File: config.mk
export PLATFORM = sky130hd
export DESIGN_NAME = tof_measure_ctrl
export DESIGN_NICKNAME = d
export VERILOG_FILES = /design/src/rtl/tof_pkg.sv /design/src/rtl/tof_edge_det.sv /design/src/rtl/tof_measure_ctrl.sv
export SDC_FILE = /design/constraint.sdc
export NUM_CORES = 1
export LEC_CHECK = 0
export CAP_MARGIN = 25
export CORE_MARGIN = 4
export CORE_UTILIZATION = 43
export CTS_CLUSTER_DIAMETER = 60
export CTS_CLUSTER_SIZE = 14
export DETAILED_ROUTE_END_ITERATION = 12
export PLACE_DENSITY_LB_ADDON = 0.15
export REMOVE_ABC_BUFFERS = 1
export SYNTH_ARGS = -nofsm -noshare
export SYNTH_HDL_FRONTEND = slang
export SYNTH_HIERARCHICAL = 1
export SYNTH_SLANG_ARGS = --single-unit
export TNS_END_PERCENT = 30
File: constraint.sdc
create_clock -name clk -period 2.05 [get_ports clk]
set_input_delay 0.3075 -clock clk [delete_from_list [all_inputs] [get_ports clk]]
set_output_delay 0.3075 -clock clk [all_outputs]
set_load 0.1 [all_outputs]
File: src/rtl/tof_pkg.sv
// Shared state encoding and constants for the time-of-flight shot sequencer.
package tof_pkg;

    typedef enum logic [2:0] {
        IDLE   = 3'd0,
        FIRE   = 3'd1,
        BLANK  = 3'd2,
        LISTEN = 3'd3,
        DONE   = 3'd4
    } state_t;

    localparam int         ECHO_CNT_W = 4;
    localparam logic [7:0] THRESH_RST = 8'd255;

endpackage

File: src/rtl/tof_edge_det.sv
// Rising-edge detector on the trigger_pulse_gen output, qualified by a listen window.
module tof_edge_det (
    input  logic clk,
    input  logic rst_n,
    input  logic trigger_in,
    input  logic enable,
    output logic echo
);

    logic trig_d;

    // Samples in every state so a trigger already high when the window opens is not an edge.
    always_ff @(posedge clk) begin
        if (!rst_n) trig_d <= 1'b0;
        else        trig_d <= trigger_in;
    end

    assign echo = enable & trigger_in & ~trig_d;

endmodule

File: src/rtl/tof_measure_ctrl.sv
// Single-shot time-of-flight sequencer: fire, blank, listen for echo, report count.
// Build option LAST_ECHO_EN: listen over the full range, also report last echo and echo count.
//
// state  | meaning
// IDLE   | waiting for start, config latched on start
// FIRE   | laser_fire high for FIRE_LEN cycles
// BLANK  | near-field ringing, triggers ignored
// LISTEN | gate_en high, looking for trigger edges
// DONE   | result_valid strobe, back to IDLE
module tof_measure_ctrl
    import tof_pkg::*;
#(
    parameter int CNT_W     = 16,
    parameter int FIRE_LEN  = 10,
    parameter int BLANK_LEN = 20,
    parameter int MAX_RANGE = 4000
) (
    input  logic                  clk,
    input  logic                  rst_n,
    input  logic                  start,
    input  logic                  abort,
    input  logic [7:0]            threshold_cfg,
    input  logic                  direction_cfg,
    input  logic                  trigger_in,
    output logic [7:0]            threshold_out,
    output logic                  direction_out,
    output logic                  laser_fire,
    output logic                  gate_en,
    output logic                  busy,
    output logic                  result_valid,
    output logic [CNT_W-1:0]      tof,
    output logic                  timeout,
    output logic [CNT_W-1:0]      tof_last,
    output logic [ECHO_CNT_W-1:0] echo_cnt
);

    localparam logic [CNT_W-1:0] FIRE_END  = CNT_W'(FIRE_LEN - 1);
    localparam logic [CNT_W-1:0] BLANK_END = CNT_W'(FIRE_LEN + BLANK_LEN - 1);
    localparam logic [CNT_W-1:0] LIMIT     = CNT_W'(MAX_RANGE - 1);

    state_t           state, state_nxt;
    logic [CNT_W-1:0] cnt;
    logic             echo;
    logic             at_limit;
    logic             start_shot;
    logic             finish;
    logic [CNT_W-1:0] tof_res;
    logic             timeout_res;

    assign at_limit   = (cnt == LIMIT);
    assign start_shot = (state == IDLE) && (state_nxt == FIRE);
    assign finish     = (state == LISTEN) && (state_nxt == DONE);

    tof_edge_det u_edge_det (
        .clk        (clk),
        .rst_n      (rst_n),
        .trigger_in (trigger_in),
        .enable     (state == LISTEN),
        .echo       (echo)
    );

    always_ff @(posedge clk) begin
        if (!rst_n) state <= IDLE;
        else        state <= state_nxt;
    end

    always_comb begin
        state_nxt = state;
        case (state)
            IDLE:   if (start) state_nxt = FIRE;
            FIRE:   if (cnt == FIRE_END) state_nxt = BLANK;
            BLANK:  if (cnt == BLANK_END) state_nxt = LISTEN;
`ifdef LAST_ECHO_EN
            LISTEN: if (at_limit) state_nxt = DONE;
`else
            LISTEN: if (echo || at_limit) state_nxt = DONE;
`endif
            DONE:   state_nxt = IDLE;
            default: state_nxt = IDLE;
        endcase
        if (abort) state_nxt = IDLE;
    end

    // Outputs are registered from the next state so they line up with the state register.
    always_ff @(posedge clk) begin
        if (!rst_n) begin
            cnt           <= '0;
            threshold_out <= THRESH_RST;
            direction_out <= 1'b1;
            laser_fire    <= 1'b0;
            gate_en       <= 1'b0;
            busy          <= 1'b0;
            result_valid  <= 1'b0;
            tof           <= '0;
            timeout       <= 1'b0;
        end else begin
            laser_fire   <= (state_nxt == FIRE);
            gate_en      <= (state_nxt == LISTEN);
            busy         <= (state_nxt != IDLE);
            result_valid <= (state_nxt == DONE);
            if (start_shot) begin
                threshold_out <= threshold_cfg;
                direction_out <= direction_cfg;
                cnt           <= '0;
            end else if ((state == FIRE || state == BLANK || state == LISTEN) && !at_limit) begin
                cnt <= cnt + 1'b1;
            end
            if (finish) begin
                tof     <= tof_res;
                timeout <= timeout_res;
            end
        end
    end

`ifdef LAST_ECHO_EN
    logic [CNT_W-1:0] first_q, last_q;

    assign tof_res     = (echo_cnt != '0) ? first_q : cnt;
    assign timeout_res = !(echo || (echo_cnt != '0));

    always_ff @(posedge clk) begin
        if (!rst_n) begin
            first_q  <= '0;
            last_q   <= '0;
            echo_cnt <= '0;
            tof_last <= '0;
        end else begin
            if (start_shot) begin
                echo_cnt <= '0;
            end else if (echo) begin
                if (echo_cnt == '0) first_q <= cnt;
                last_q <= cnt;
                if (echo_cnt != '1) echo_cnt <= echo_cnt + 1'b1;
            end
            if (finish) tof_last <= echo ? cnt : ((echo_cnt != '0) ? last_q : cnt);
        end
    end
`else
    assign tof_res     = cnt;
    assign timeout_res = !echo;
    assign tof_last    = '0;
    assign echo_cnt    = '0;
`endif

endmodule

* Word level (Yosys, flattened, before mapping)
Index checks and enable logic that the tools add are counted.
Widths: inputs -> output; s select.
** Operators by class
- Add/sub/neg operators :: 1
- Equal/unequal tests :: 9
- Muxes and demuxes :: 6
- Bitwise gates (word level) :: 4
- Reduce and logical (&&, ||, !) cells :: 11
** Operators with widths (number)
- $add 16x1->16 const B :: 1
- $eq 16x12->1 const B :: 1
- $eq 16x4->1 const B :: 1
- $eq 16x5->1 const B :: 1
- $mux 3 :: 5
- $pmux 3 s4 :: 1
- $eq 3x2->1 const B :: 3
- $eq 3x1->1 const B :: 2
- $eq 3x3->1 const B :: 1
- $logic_and 1x1->1 :: 3
- $logic_not 3->1 :: 1
- $logic_or 1x1->1 :: 3
- $reduce_bool 3->1 :: 1
- $and 1x1->1 :: 2
- $logic_not 1->1 :: 2
- $not 1->1 :: 2
- $reduce_or 2->1 :: 1
** Storage, ports and cells
- Bits in registers :: 50
- Bits of input ports :: 14
- Output and inout port bits :: 50
- Logic and storage cells :: 42

* Longest topological paths before layout
Gate-level depths: netlist (run 1).
- Depth after elaboration :: 10
- Mapped depth :: 8
- Mapped depth without buffers :: 7

* Hierarchy
Netlist (run 1), hierarchy kept.
** Modules (own cells, without submodules)
- tof_measure_ctrl :: instances 1, cells an instance 266, area an instance 2329.7 µm², sequential area each 980.9 µm²
- tof_edge_det :: instances 1, cells an instance 3, area an instance 35.0 µm², sequential area each 20.0 µm²

* Worst setup path after synthesis (run 1)
No wires, ideal clock.
- Path type :: register to register
- Start :: register cnt[5]
- End :: register tof[10]
- Library setup time :: 0.132 ns
- Arrival :: 1.784 ns
- Required time :: 1.918 ns
- Setup slack :: 0.133 ns
- Stages on the path, launching flop included :: 8
- Path buffers :: 2
- Period minus slack after synthesis :: 1.917 ns
- Cells stage by stage :: dfxtp_1 or4_4 nor4_2 buf_4 o21ai_2 buf_6 nand2_1 a21oi_1
** Between the ends
- Cells in the longest elaborated chain, start to end :: 7
- Elaborated cells on any way between the ends :: 11
- Those cells by class :: 4 x eq/ne; 5 x mux; 2 x reduce/logical
** RTL lines
- from (decl) :: RTL line tof_measure_ctrl.sv:42 : logic [CNT_W-1:0] cnt;
- from (signal assigned) :: RTL line tof_measure_ctrl.sv:106 : cnt <= cnt + 1'b1;
- $eq 16x12->1 :: RTL line tof_measure_ctrl.sv:50 : assign at_limit = (cnt == LIMIT);
- $logic_or 1x1->1 :: RTL line tof_measure_ctrl.sv:76 : LISTEN: if (echo || at_limit) state_nxt = DONE;
- $mux 3 :: RTL line tof_measure_ctrl.sv:76
- $pmux 3 s4 (*) :: RTL line tof_measure_ctrl.sv:69 : case (state)
- $mux 3 (*) :: RTL line tof_measure_ctrl.sv:81 : if (abort) state_nxt = IDLE;
- $eq 3x3->1 (*) :: RTL line tof_measure_ctrl.sv:52 : assign finish = (state == LISTEN) && (state_nxt == DONE);
- $logic_and 1x1->1 (*) :: RTL line tof_measure_ctrl.sv:52
- to (signal assigned) :: RTL line tof_measure_ctrl.sv:109 : tof <= tof_res;
- to (decl) :: RTL line tof_measure_ctrl.sv:31 : output logic [CNT_W-1:0] tof,
Mark *: on every way between the ends. The rest lies on a longest branch, timed or not.
A chain may end at the register's enable or synchronous reset.

* Final worst setup path (run 1)
- Start :: register cnt[5]
- End :: register laser_fire
** Between the ends
- Cells in the longest elaborated chain, start to end :: 6
- Elaborated cells on any way between the ends :: 10
- Those cells by class :: 4 x eq/ne; 5 x mux; 1 x reduce/logical
** RTL lines
- $eq 16x12->1 :: RTL line tof_measure_ctrl.sv:50
- $logic_or 1x1->1 :: RTL line tof_measure_ctrl.sv:76
- $mux 3 :: RTL line tof_measure_ctrl.sv:76
- $pmux 3 s4 (*) :: RTL line tof_measure_ctrl.sv:69
- $mux 3 (*) :: RTL line tof_measure_ctrl.sv:81
- $eq 3x1->1 (*) :: RTL line tof_measure_ctrl.sv:97 : laser_fire <= (state_nxt == FIRE);
- to (signal assigned) :: RTL line tof_measure_ctrl.sv:97
- to (decl) :: RTL line tof_measure_ctrl.sv:27 : output logic laser_fire,
Marks and branches as above.

==> results of run 1 <==
cell type report:
cell class | count | area [um2] | area share
inverter | 5 | 18.8 | 0.00634
tap | 70 | 87.6 | 0.0296
timing repair buffer | 69 | 581 | 0.196
clock buffer | 7 | 86.3 | 0.0292
sequential | 50 | 1000 | 0.339
clock inverter | 1 | 5.00 | 0.00169
multi-input combinational | 197 | 1180 | 0.398
metrics by stage:
stage	area, um2	setup TNS [ns]	utilization	setup slack [ns]	hold WS, ns
4_1_cts	2920	0	0.562	0.00516	0.460
3_5_place_dp	2830	0	0.544	0.0193	0.448
6_report	2960	0	0.569	0.0219	0.456
3_3_place_gp	2830	0	0.544	0.0291	0.443
2_1_floorplan	2180	-5.97	-	-0.367	0.396
5_1_grt	2960	-0.0412	0.569	-0.0172	0.477
where the power goes:
group          switching (mW)  total, mW  internal, mW
registers              0.0122       1.00         0.990
logic                   0.338      0.424        0.0854
clock network           0.307      0.580         0.273
path summary, 6_finish.rpt:
kind,to,slack [ns],cells past startpoint
setup / recovery,laser_fire,0.02,5
hold / removal,tof[6],0.46,2
setup reg to reg,laser_fire,0.02,5
hold reg to reg,tof[6],0.46,2
state kept, by name, summed over array words and instances (netlist names):
name               flops
gate_en                1
tof                   16
u_edge_det/trig_d      1
state                  3
cnt                   16
laser_fire             1
result_valid           1
direction_out          1
busy                   1
threshold_out          8
timeout                1
cells by family (layout without fill, tap and decap cells):
family,Yosys count,after routing,synth area share
buf+inv,41,82,0.118
xor+xnor,14,14,0.0519
simple gates,114,114,0.268
other cells,1,20,0.00159
flops,50,50,0.423
compound gates,47,47,0.127
fa+ha+maj,2,2,0.0106
worst reg2reg max path, stage by stage, from the launching register on:
cell and delay [ns]:
dfxtp_1 0.32, or4_4 0.58, nor4_1 0.49, a21oi_1 0.14, a31o_1 0.24, o21ba_1 0.17
timing repair:
action / in CTS / in global routing
hold buffers: 0 / 0
setup endpoints to repair: 0 / 28
gates resized for setup: 0 / 16
cell usage in the layout, fill, tap and decap left out, types with 5 or more instances in the layout:
master and count:
a21oi_1 20, buf_4 51, clkbuf_8 6, clkdlybuf4s50_1 13
conb_1 20, dfxtp_1 48, inv_1 5, nand2_1 22
nand3_1 28, nor2_1 20, nor3_1 9, o211ai_1 9
o21ai_1 7, xnor2_1 13
per-layer routing:
metal / wire length (um) / vias up / part of all wire
met5: 0 / - / 0
met3: 361 / 8 / 0.071
met4: 83 / 0 / 0.016
met1: 2400 / 931 / 0.47
li1: - / 1022 / -
met2: 2250 / 63 / 0.44
==> key figures, run 1 <==
Worst setup path
  – Critical path's largest stage delay: ~0.58 ns
  – Required time at the worst-slack endpoint: approximately 2.3 ns
  – Cell family with most CP delay: simple AND/OR/NAND/NOR gates
  – Worst EP arrival: 2.23 ns
  – Worst flop-to-flop path startpoint: cnt[5]
  – Setup Crit Path Kind: flop to flop
  – CP Cell Sequence: or4_4 -> nor4_1 -> a21oi_1 -> a31o_1 -> o21ba_1
  – Worst setup path startpoint: cnt[5]
  – Max Fanout on Critical Path: 4
  – Crit path max-delay cell type: or4_4
  – CP Capture Type: flop
  – Number of buffer and inverter instances along the worst setup path: 0
  – Startpoint types: flop

Die
  – Floorplan die height: 82.2 um
  – Die ar.: 0.00675 mm2
  – Width of the die: between 80 and 90 um
  – Total number of placement rows: 26
  – Num ports: 64
  – Initial Util: 0.454
  – Core outline area: 0.00520 mm2

STA
  – Final hold vios: 0
  – Final setup violating endpoints: 0
  – Unrepaired setup endpoints after global routing: true
  – Fraction of the cycle the final worst path needs: 0.989
  – Remaining max-slew budget at the tightest pin: 0.634
  – Max-slew violation total from the final report: 0
  – Worst-Margin Slew: around 0.54 ns
  – Time the worst path needs with I/O delays and setup: 2.03 ns
  – Achievable frequency: 0.493 GHz
  – Clock skew: around 0.0038 ns

GRT
  – Met2 Track Usage GR: 0.268
  – Grt peak-use layer: met2
  – Wire length of the first global-routing pass: a little under 9 mm
  – Maximum number of pins on one net before global-route repair: 21
  – Initial antenna violation count: 0
  – Overflow left after global routing: 0
  – Met1 usage in global routing: 0.213
  – Number of global-route vias before repair: 1,886
  – Global routing usage summed across all routing layers: 0.166
  – Met3 usage: 0.0380

Clock tree
  – Number of clock sinks: 50
  – CTS tree: built
  – Buffers from clock root to sink, at most: 2
  – Root Driver: clkbuf_8
  – Clock-pin slew on the worst setup and hold paths: 0.08 ns
  – Clock latency on the worst-skew pair: 0.30 ns
  – Number of CTS-inserted buffers: 5
  – Number of H-tree levels: 2
  – Number of buffers inserted to repair setup after CTS: 0

Route
  – Vias: between 2,000 and 2,500
  – DRT Wirelength: 5.10 mm
  – Post-detailed-route count of antenna-violating nets: 0
  – Number of DRC violations after detailed routing: 0
  – Post-detailed-route wirelength per cell: approximately 13 um
  – Iteration-0 DRC count of the detailed router: 76
  – First-pass detailed-route iteration total: 4
  – Via density per instance: 5.07

Place
  – Cell total after placement: 390
  – Detailed placer's ending HPWL: 3.82 mm
  – Last weighted congestion value of the routability-driven placer: 0.856
  – Number of I/O port buffers: 43

Finish
  – Layout overhead on the synthesized area: 25.2%
  – Proportion of layout cells with a drive suffix above 1: 0.240
  – Number of nets at the end of the flow: around 340
  – Count of fill cells added during filler insertion: 543
  – Number of antenna diodes: 0
  – Post-Layout Cell Count: 399

Logic synthesis
  – Area contributors post-synth: dfxtp_1 (42%), buf_4 (6.7%), nand3_1 (5.9%)
  – Gate Count Post-Synth: 269
  – Top_reg_cell synth: dfxtp_1
  – Post-Syn Area: ~0.0024 mm2
  – Share of flip-flops with an asynchronous set or reset after synthesis: 0
  – Number of unique standard cell types used by synthesis: 46
  – Cell with the most instances after synthesis: dfxtp_1
  – Synthesis Warnings: 6
  – Area share of the largest cell type after synthesis: 0.423
  – Register bit total from synthesis: 50
  – Leading cell types by count after synthesis: dfxtp_1 (50), nand3_1 (28), nand2_1 (22), buf_4 (21)
  – Cell type with the highest aggregate area in the netlist: dfxtp_1
  – Number of enable flip-flop cells after synthesis: 0
  – Average cell area after synthesis: 8.79 um2
  – Sequential share of the synthesized area: 0.423

Power
  – Pwr dens: 678 mW/mm2
  – Leakage component of the power: 1.13 nW
  – Peak VDD IR: 439 uV
  – Total power of the final layout: 2.01 mW

Run
  – Max-capacitance violation count: 0

Worst hold path
  – Startpoint of the tightest hold check path: tof[6]
  – Worst min path class: flop to flop

Outcome
  – Status: finished clean
(Power assumes the default switching activity.)
==> run 2: changes to the inputs <==
--- a/config.mk
+++ b/config.mk
@@ -7,7 +7,7 @@
 export LEC_CHECK = 0
 export CAP_MARGIN = 25
 export CORE_MARGIN = 4
-export CORE_UTILIZATION = 43
+export CORE_UTILIZATION = 40
 export CTS_CLUSTER_DIAMETER = 60
 export CTS_CLUSTER_SIZE = 14
 export DETAILED_ROUTE_END_ITERATION = 12
==> constraint.sdc (replaced) <==
create_clock -name clk -period 1.6 [get_ports clk]
set_input_delay 0.24 -clock clk [delete_from_list [all_inputs] [get_ports clk]]
set_output_delay 0.24 -clock clk [all_outputs]
set_load 0.1 [all_outputs]
==> key figures, run 2 (synthesis results as in run 1) <==
Route
  – First-pass detailed-route iteration total: 4
  – Via density per instance: about 5
  – Vias: 2,192
  – Number of DRC violations after detailed routing: 0
  – Iteration-0 DRC count of the detailed router: 139
  – Post-detailed-route count of antenna-violating nets: 0
  – Post-detailed-route wirelength per cell: 14.4 um
  – DRT Wirelength: 6.31 mm

Power
  – Peak VDD IR: between 500 and 600 uV
  – Leakage component of the power: 1.45 nW
  – Pwr dens: roughly 750 mW/mm2

Worst setup path
  – CP Capture Type: flop
  – Startpoint types: flop
  – Worst EP arrival: 2.20 ns
  – Required time at the worst-slack endpoint: 1.81 ns
  – Path depth of the worst reg2reg path: 6
  – Setup Crit Path Kind: flop to flop
  – Max Fanout on Critical Path: 8

Worst hold path
  – Hold path depth: 2
  – Worst min path class: flop to flop

Place
  – DP Worst Slack: -0.466 ns
  – Last weighted congestion value of the routability-driven placer: approximately 0.92
  – Detailed placer's ending HPWL: 4.54 mm
  – Number of I/O port buffers: 43

Outcome
  – Violated checks: negative setup slack
  – Status: finished, violations left

STA
  – Final setup violating endpoints: between 40 and 50
  – Worst-Margin Slew: 0.538 ns
  – Min setup slack post-route: -0.391 ns
  – Unrepaired setup endpoints after global routing: true
  – Max-slew violation total from the final report: 0
  – Achievable frequency: 0.502 GHz
  – Clock skew: 0.00566 ns
  – Final hold vios: 0
  – Time the worst path needs with I/O delays and setup: 1.99 ns
  – Hold Slack: 0.495 ns
  – Remaining max-slew budget at the tightest pin: 0.637
  – Fraction of the cycle the final worst path needs: 1.24

Die
  – Width of the die: 84.9 um
  – Core outline area: ~0.0056 mm2
  – Die ar.: 0.00721 mm2
  – Total number of placement rows: 27
  – Initial Util: 0.422
  – Num ports: 64
  – Floorplan die height: 84.9 um

GRT
  – Maximum number of pins on one net before global-route repair: 21
  – Initial antenna violation count: 0
  – Number of global-route vias before repair: roughly 2,100
  – Overflow left after global routing: 0
  – Global routing usage summed across all routing layers: 0.178
  – Wire length of the first global-routing pass: 10.4 mm

Clock tree
  – Root Driver: clkbuf_8
  – Buffers from clock root to sink, at most: 2
  – Clock latency on the worst-skew pair: 0.30 ns
  – Number of clock sinks: 50
  – Clock-pin slew on the worst setup and hold paths: 0.09 ns
  – Number of H-tree levels: 2
  – CTS tree: built
  – Number of CTS-inserted buffers: 5
  – Hold bufs inserted after CTS: 0

Finish
  – Post-layout utilization of the core: 0.673
  – Proportion of layout cells with a drive suffix above 1: 0.377
  – Number of antenna diodes: 0
  – Commonest cells after routing, fill and taps aside: buf_4 (53), dfxtp_1 (47), buf_12 (33)
  – Storage cell area: 0.00101 mm2
  – Number of nets at the end of the flow: 381
  – Count of fill cells added during filler insertion: about 450
  – Leading cell type in the layout, fill and taps excluded: buf_4
  – Multi-input combinational cell area: 0.00129 mm2
  – Largest registers: cnt: 16 flops, tof: 16 flops, threshold_out: 8 flops
  – Layout overhead on the synthesized area: 59.6%

Run
  – Max-capacitance violation count: 0
## run 2: cell types whose count changed in the layout (fill, tap and decap cells not counted), moves of 2 or more
cell / previous run / this run
buf_12: 2 / 33
buf_6: 2 / 5
o21ai_2: 1 / 8
a21oi_1: 20 / 13
a21oi_2: 0 / 7
o21ai_1: 7 / 2
buf_4: 51 / 53
## run 2: path summary, 6_finish.rpt
path,startpoint,end,slack [ns]
max,cnt[5],laser_fire,-0.39
min,tof[15],tof[15],0.50
max reg2reg,cnt[5],laser_fire,-0.39
min reg2reg,tof[15],tof[15],0.50
## run 2: final cells by class
type | instances | share of cell area
clock inverter | 3 | 0.0116
inverter | 5 | 0.00497
sequential | 50 | 0.267
timing repair buffer | 105 | 0.331
tap | 72 | 0.0239
clock buffer | 5 | 0.0182
multi-input combinational | 198 | 0.343
## run 2: critical path: stages, from the launching register on
cell,delay (ns)
dfxtp_1,0.32
or4_4,0.60
nor4_4,0.34
buf_6,0.18
or3_1,0.14
a31o_4,0.17
o21ba_1,0.14
## run 2: report_power, final
part	switching (mW)	internal [mW]	leakage [nW]
clock network	0.422	0.469	0.0585
registers	0.0282	1.27	0.407
logic	0.451	0.186	0.989
## run 2: per-layer routing
layer | vias to the layer above | track usage | routed length (um)
met1 | 1020 | 0.224 | 2680
met2 | 64 | 0.310 | 3170
met4 | 0 | 0.0460 | 117
li1 | 1094 | - | -
met3 | 14 | 0.0388 | 352
met5 | - | 0 | 0
## run 2: stage by stage
step | instances | instance area [um2] | setup TNS (ns) | power, mW
2_1_floorplan | 252 | 2180 | -26.87 | 1.73
3_3_place_gp | 422 | 3450 | -14.86 | 1.92
3_5_place_dp | 422 | 3450 | -17.39 | 1.93
4_1_cts | 435 | 3680 | -12.89 | 2.84
5_1_grt | 438 | 3770 | -17.64 | 2.94
6_report | 438 | 3770 | -13.75 | 2.82
## run 2: repair_timing
item                       in CTS  in global routing
setup endpoints to repair      49                 49
buffers inserted                3                  3
gates cloned                    2                  0
pin swaps                      22                  4
resized for setup              30                 16
==> run 3: changes to the inputs <==
--- a/config.mk
+++ b/config.mk
@@ -5,6 +5,7 @@
 export SDC_FILE = /design/constraint.sdc
 export NUM_CORES = 1
 export LEC_CHECK = 0
+export ABC_AREA = 1
 export CAP_MARGIN = 25
 export CORE_MARGIN = 4
 export CORE_UTILIZATION = 40
@@ -13,6 +14,7 @@
 export DETAILED_ROUTE_END_ITERATION = 12
 export PLACE_DENSITY_LB_ADDON = 0.15
 export REMOVE_ABC_BUFFERS = 1
+export SLEW_MARGIN = 5
 export SYNTH_ARGS = -nofsm -noshare
 export SYNTH_HDL_FRONTEND = slang
 export SYNTH_HIERARCHICAL = 1
==> key figures, run 3 <==
Outcome
  – Status: finished, violations left
  – Violated checks: negative setup slack

Route
  – Post-detailed-route wirelength per cell: 12.1 um
  – Iteration-0 DRC count of the detailed router: 96
  – Number of DRC violations after detailed routing: 0
  – DRT Wirelength: 6.82 mm
  – Via density per instance: 4.59
  – Vias: 2,580
  – First-pass detailed-route iteration total: 5
  – Post-detailed-route count of antenna-violating nets: 0

Clock tree
  – Number of H-tree levels: 2
  – Hold bufs inserted after CTS: 0
  – Clock latency on the worst-skew pair: 0.30 ns
  – Root Driver: clkbuf_8
  – CTS tree: built
  – Number of CTS-inserted buffers: 5
  – Number of clock sinks: 50
  – Clock-pin slew on the worst setup and hold paths: approximately 0.10 ns
  – Buffers from clock root to sink, at most: 2

Logic synthesis
  – Average cell area after synthesis: 6.81 um2
  – Share of flip-flops with an asynchronous set or reset after synthesis: 0
  – Cell type with the highest aggregate area in the netlist: dfxtp_1
  – Number of unique standard cell types used by synthesis: 28
  – Area share of the largest cell type after synthesis: 0.381
  – Cell with the most instances after synthesis: nand2_1
  – Register bit total from synthesis: 50
  – Top_reg_cell synth: dfxtp_1
  – Sequential share of the synthesized area: 0.381
  – Synthesis Warnings: 6
  – Number of enable flip-flop cells after synthesis: 0
  – Area contributors post-synth: dfxtp_1 (38%), nand2_1 (13%), nor2_1 (10%)
  – Gate Count Post-Synth: 385
  – Leading cell types by count after synthesis: nand2_1 (88), nor2_1 (71), dfxtp_1 (50), inv_1 (49)
  – Post-Syn Area: 0.00262 mm2

Die
  – Width of the die: 89.0 um
  – Core outline area: 0.00635 mm2
  – Floorplan die height: 89.0 um
  – Num ports: 64
  – Die ar.: 0.00792 mm2
  – Total number of placement rows: 29
  – Initial Util: 0.413

Worst hold path
  – Worst min path class: input port to flop
  – Hold path depth: 3

Worst setup path
  – Worst EP arrival: 1.96 ns
  – Number of buffer and inverter instances along the worst setup path: 2
  – Instance count on the critical path: 12
  – Cell family with most CP delay: simple AND/OR/NAND/NOR gates
  – Setup Crit Path Kind: flop to flop
  – Startpoint types: flop
  – Crit path max-delay cell type: dfxtp_2
  – CP Capture Type: flop
  – Path depth of the worst reg2reg path: 12
  – Max Fanout on Critical Path: 6
  – Critical path's largest stage delay: 0.37 ns
  – Required time at the worst-slack endpoint: 1.79 ns
  – CP Cell Sequence: buf_6 -> ha_4 -> nand3_1 -> nor2_2 -> nand2_1 -> nand2_2 -> nand3_2 -> nand4_4 -> nor2_4 -> buf_6 -> nand2_1 -> nand3_1

Finish
  – Post-layout utilization of the core: 0.670
  – Proportion of layout cells with a drive suffix above 1: 0.367
  – Layout overhead on the synthesized area: 62.1%
  – Leading cell type in the layout, fill and taps excluded: nand2_1
  – Largest registers: cnt: 16 flops, tof: 16 flops, threshold_out: 8 flops
  – Number of antenna diodes: 0
  – Commonest cells after routing, fill and taps aside: nand2_1 (70), nor2_1 (61), buf_4 (51)
  – Number of nets at the end of the flow: 500
  – Post-Layout Cell Count: 562

STA
  – Final setup violating endpoints: between 40 and 50
  – Achievable frequency: about 0.57 GHz
  – Worst-Margin Slew: roughly 0.59 ns
  – Final hold vios: 0
  – Time the worst path needs with I/O delays and setup: 1.77 ns
  – Hold Slack: 0.501 ns
  – Max-slew violation total from the final report: 0
  – Fraction of the cycle the final worst path needs: 1.10
  – Clock skew: around 0.0058 ns
  – Unrepaired setup endpoints after global routing: true
  – Remaining max-slew budget at the tightest pin: 0.608
  – Post-route setup TNS: -5.45 ns
  – Min setup slack post-route: -0.167 ns

Place
  – DP Worst Slack: -0.277 ns
  – Number of I/O port buffers: 43
  – Detailed placer's ending HPWL: 4.83 mm
  – Last weighted congestion value of the routability-driven placer: 0.906
  – Cell total after placement: 542

GRT
  – Met2 Track Usage GR: 0.323
  – Met1 usage in global routing: 0.207
  – Overflow left after global routing: 0
  – Maximum number of pins on one net before global-route repair: 17
  – Wire length of the first global-routing pass: 10.7 mm
  – Number of global-route vias before repair: 2,405
  – Met3 usage: 0.0304
  – Global routing usage summed across all routing layers: 0.172
  – Initial antenna violation count: 0
  – Grt peak-use layer: met2

Power
  – Peak VDD IR: 757 uV
  – Leakage component of the power: a little under 2 nW
  – Pwr dens: 677 mW/mm2

Run
  – Max-capacitance violation count: 0
==> run 3: through the flow <==
stage	total power, mW	area [um2]
global placement	1.95	3740
CTS	2.87	4090
detailed placement	1.95	3740
floorplan	1.74	2440
finish	2.88	4250
global route	2.98	4250
==> run 3: path summary, 6_finish.rpt <==
path	start	endpoint	slack [ns]
min	trigger_in	u_edge_det/trig_d	0.50
max reg2reg	cnt[0]	threshold_out[5]	-0.17
max	cnt[0]	threshold_out[5]	-0.17
min reg2reg	timeout	timeout	0.51
==> run 3: area by class of cell <==
type                       count  area [um2]
timing repair buffer         111        1370
clock inverter                 3        45.0
multi-input combinational    264        1460
sequential                    50        1010
clock buffer                   5        68.8
fill                         538        2100
tap                           77        96.3
inverter                      52         198
==> run 3: cells by family (layout without fill, tap and decap cells) <==
kind of cell,after synthesis,in the layout,synth area share
other,1,20,0.00143
and+or+nand+nor,207,207,0.333
buffers and inverters,90,171,0.170
muxes,3,3,0.0114
xor gates and xnor gates,15,15,0.0501
adders and majority gates,2,2,0.00954
DFF,50,50,0.381
AOI/OAI and AO/OA,17,17,0.0429
==> run 3: worst min-delay path, delay by kind of cell <==
| kind | cells | cell delay, ns |
|---|---|---|
| buffers and inverters | 2 | 0.46 |
| AND/OR/NAND/NOR | 1 | 0.07 |
==> run 3: report_power, final <==
group,switching (mW),total [mW],internal [mW],leakage [nW]
Combinational,0.492,0.688,0.196,1.52
Clock,0.433,0.898,0.466,0.0504
Sequential,0.0274,1.29,1.27,0.410
==> run 3: repair_timing <==
action,in CTS,in global routing
hold endpoints to repair,0,0
gates resized for setup,40,51
setup endpoints to repair,46,49
setup buffers,8,1
pin swaps,11,9
cloned,2,1
==> run 3: layer usage <==
layer | up-vias | wire length (um)
met3 | 2 | 303
met5 | - | 0
li1 | 1332 | -
met4 | 0 | 22
met1 | 1196 | 2820
met2 | 50 | 3680
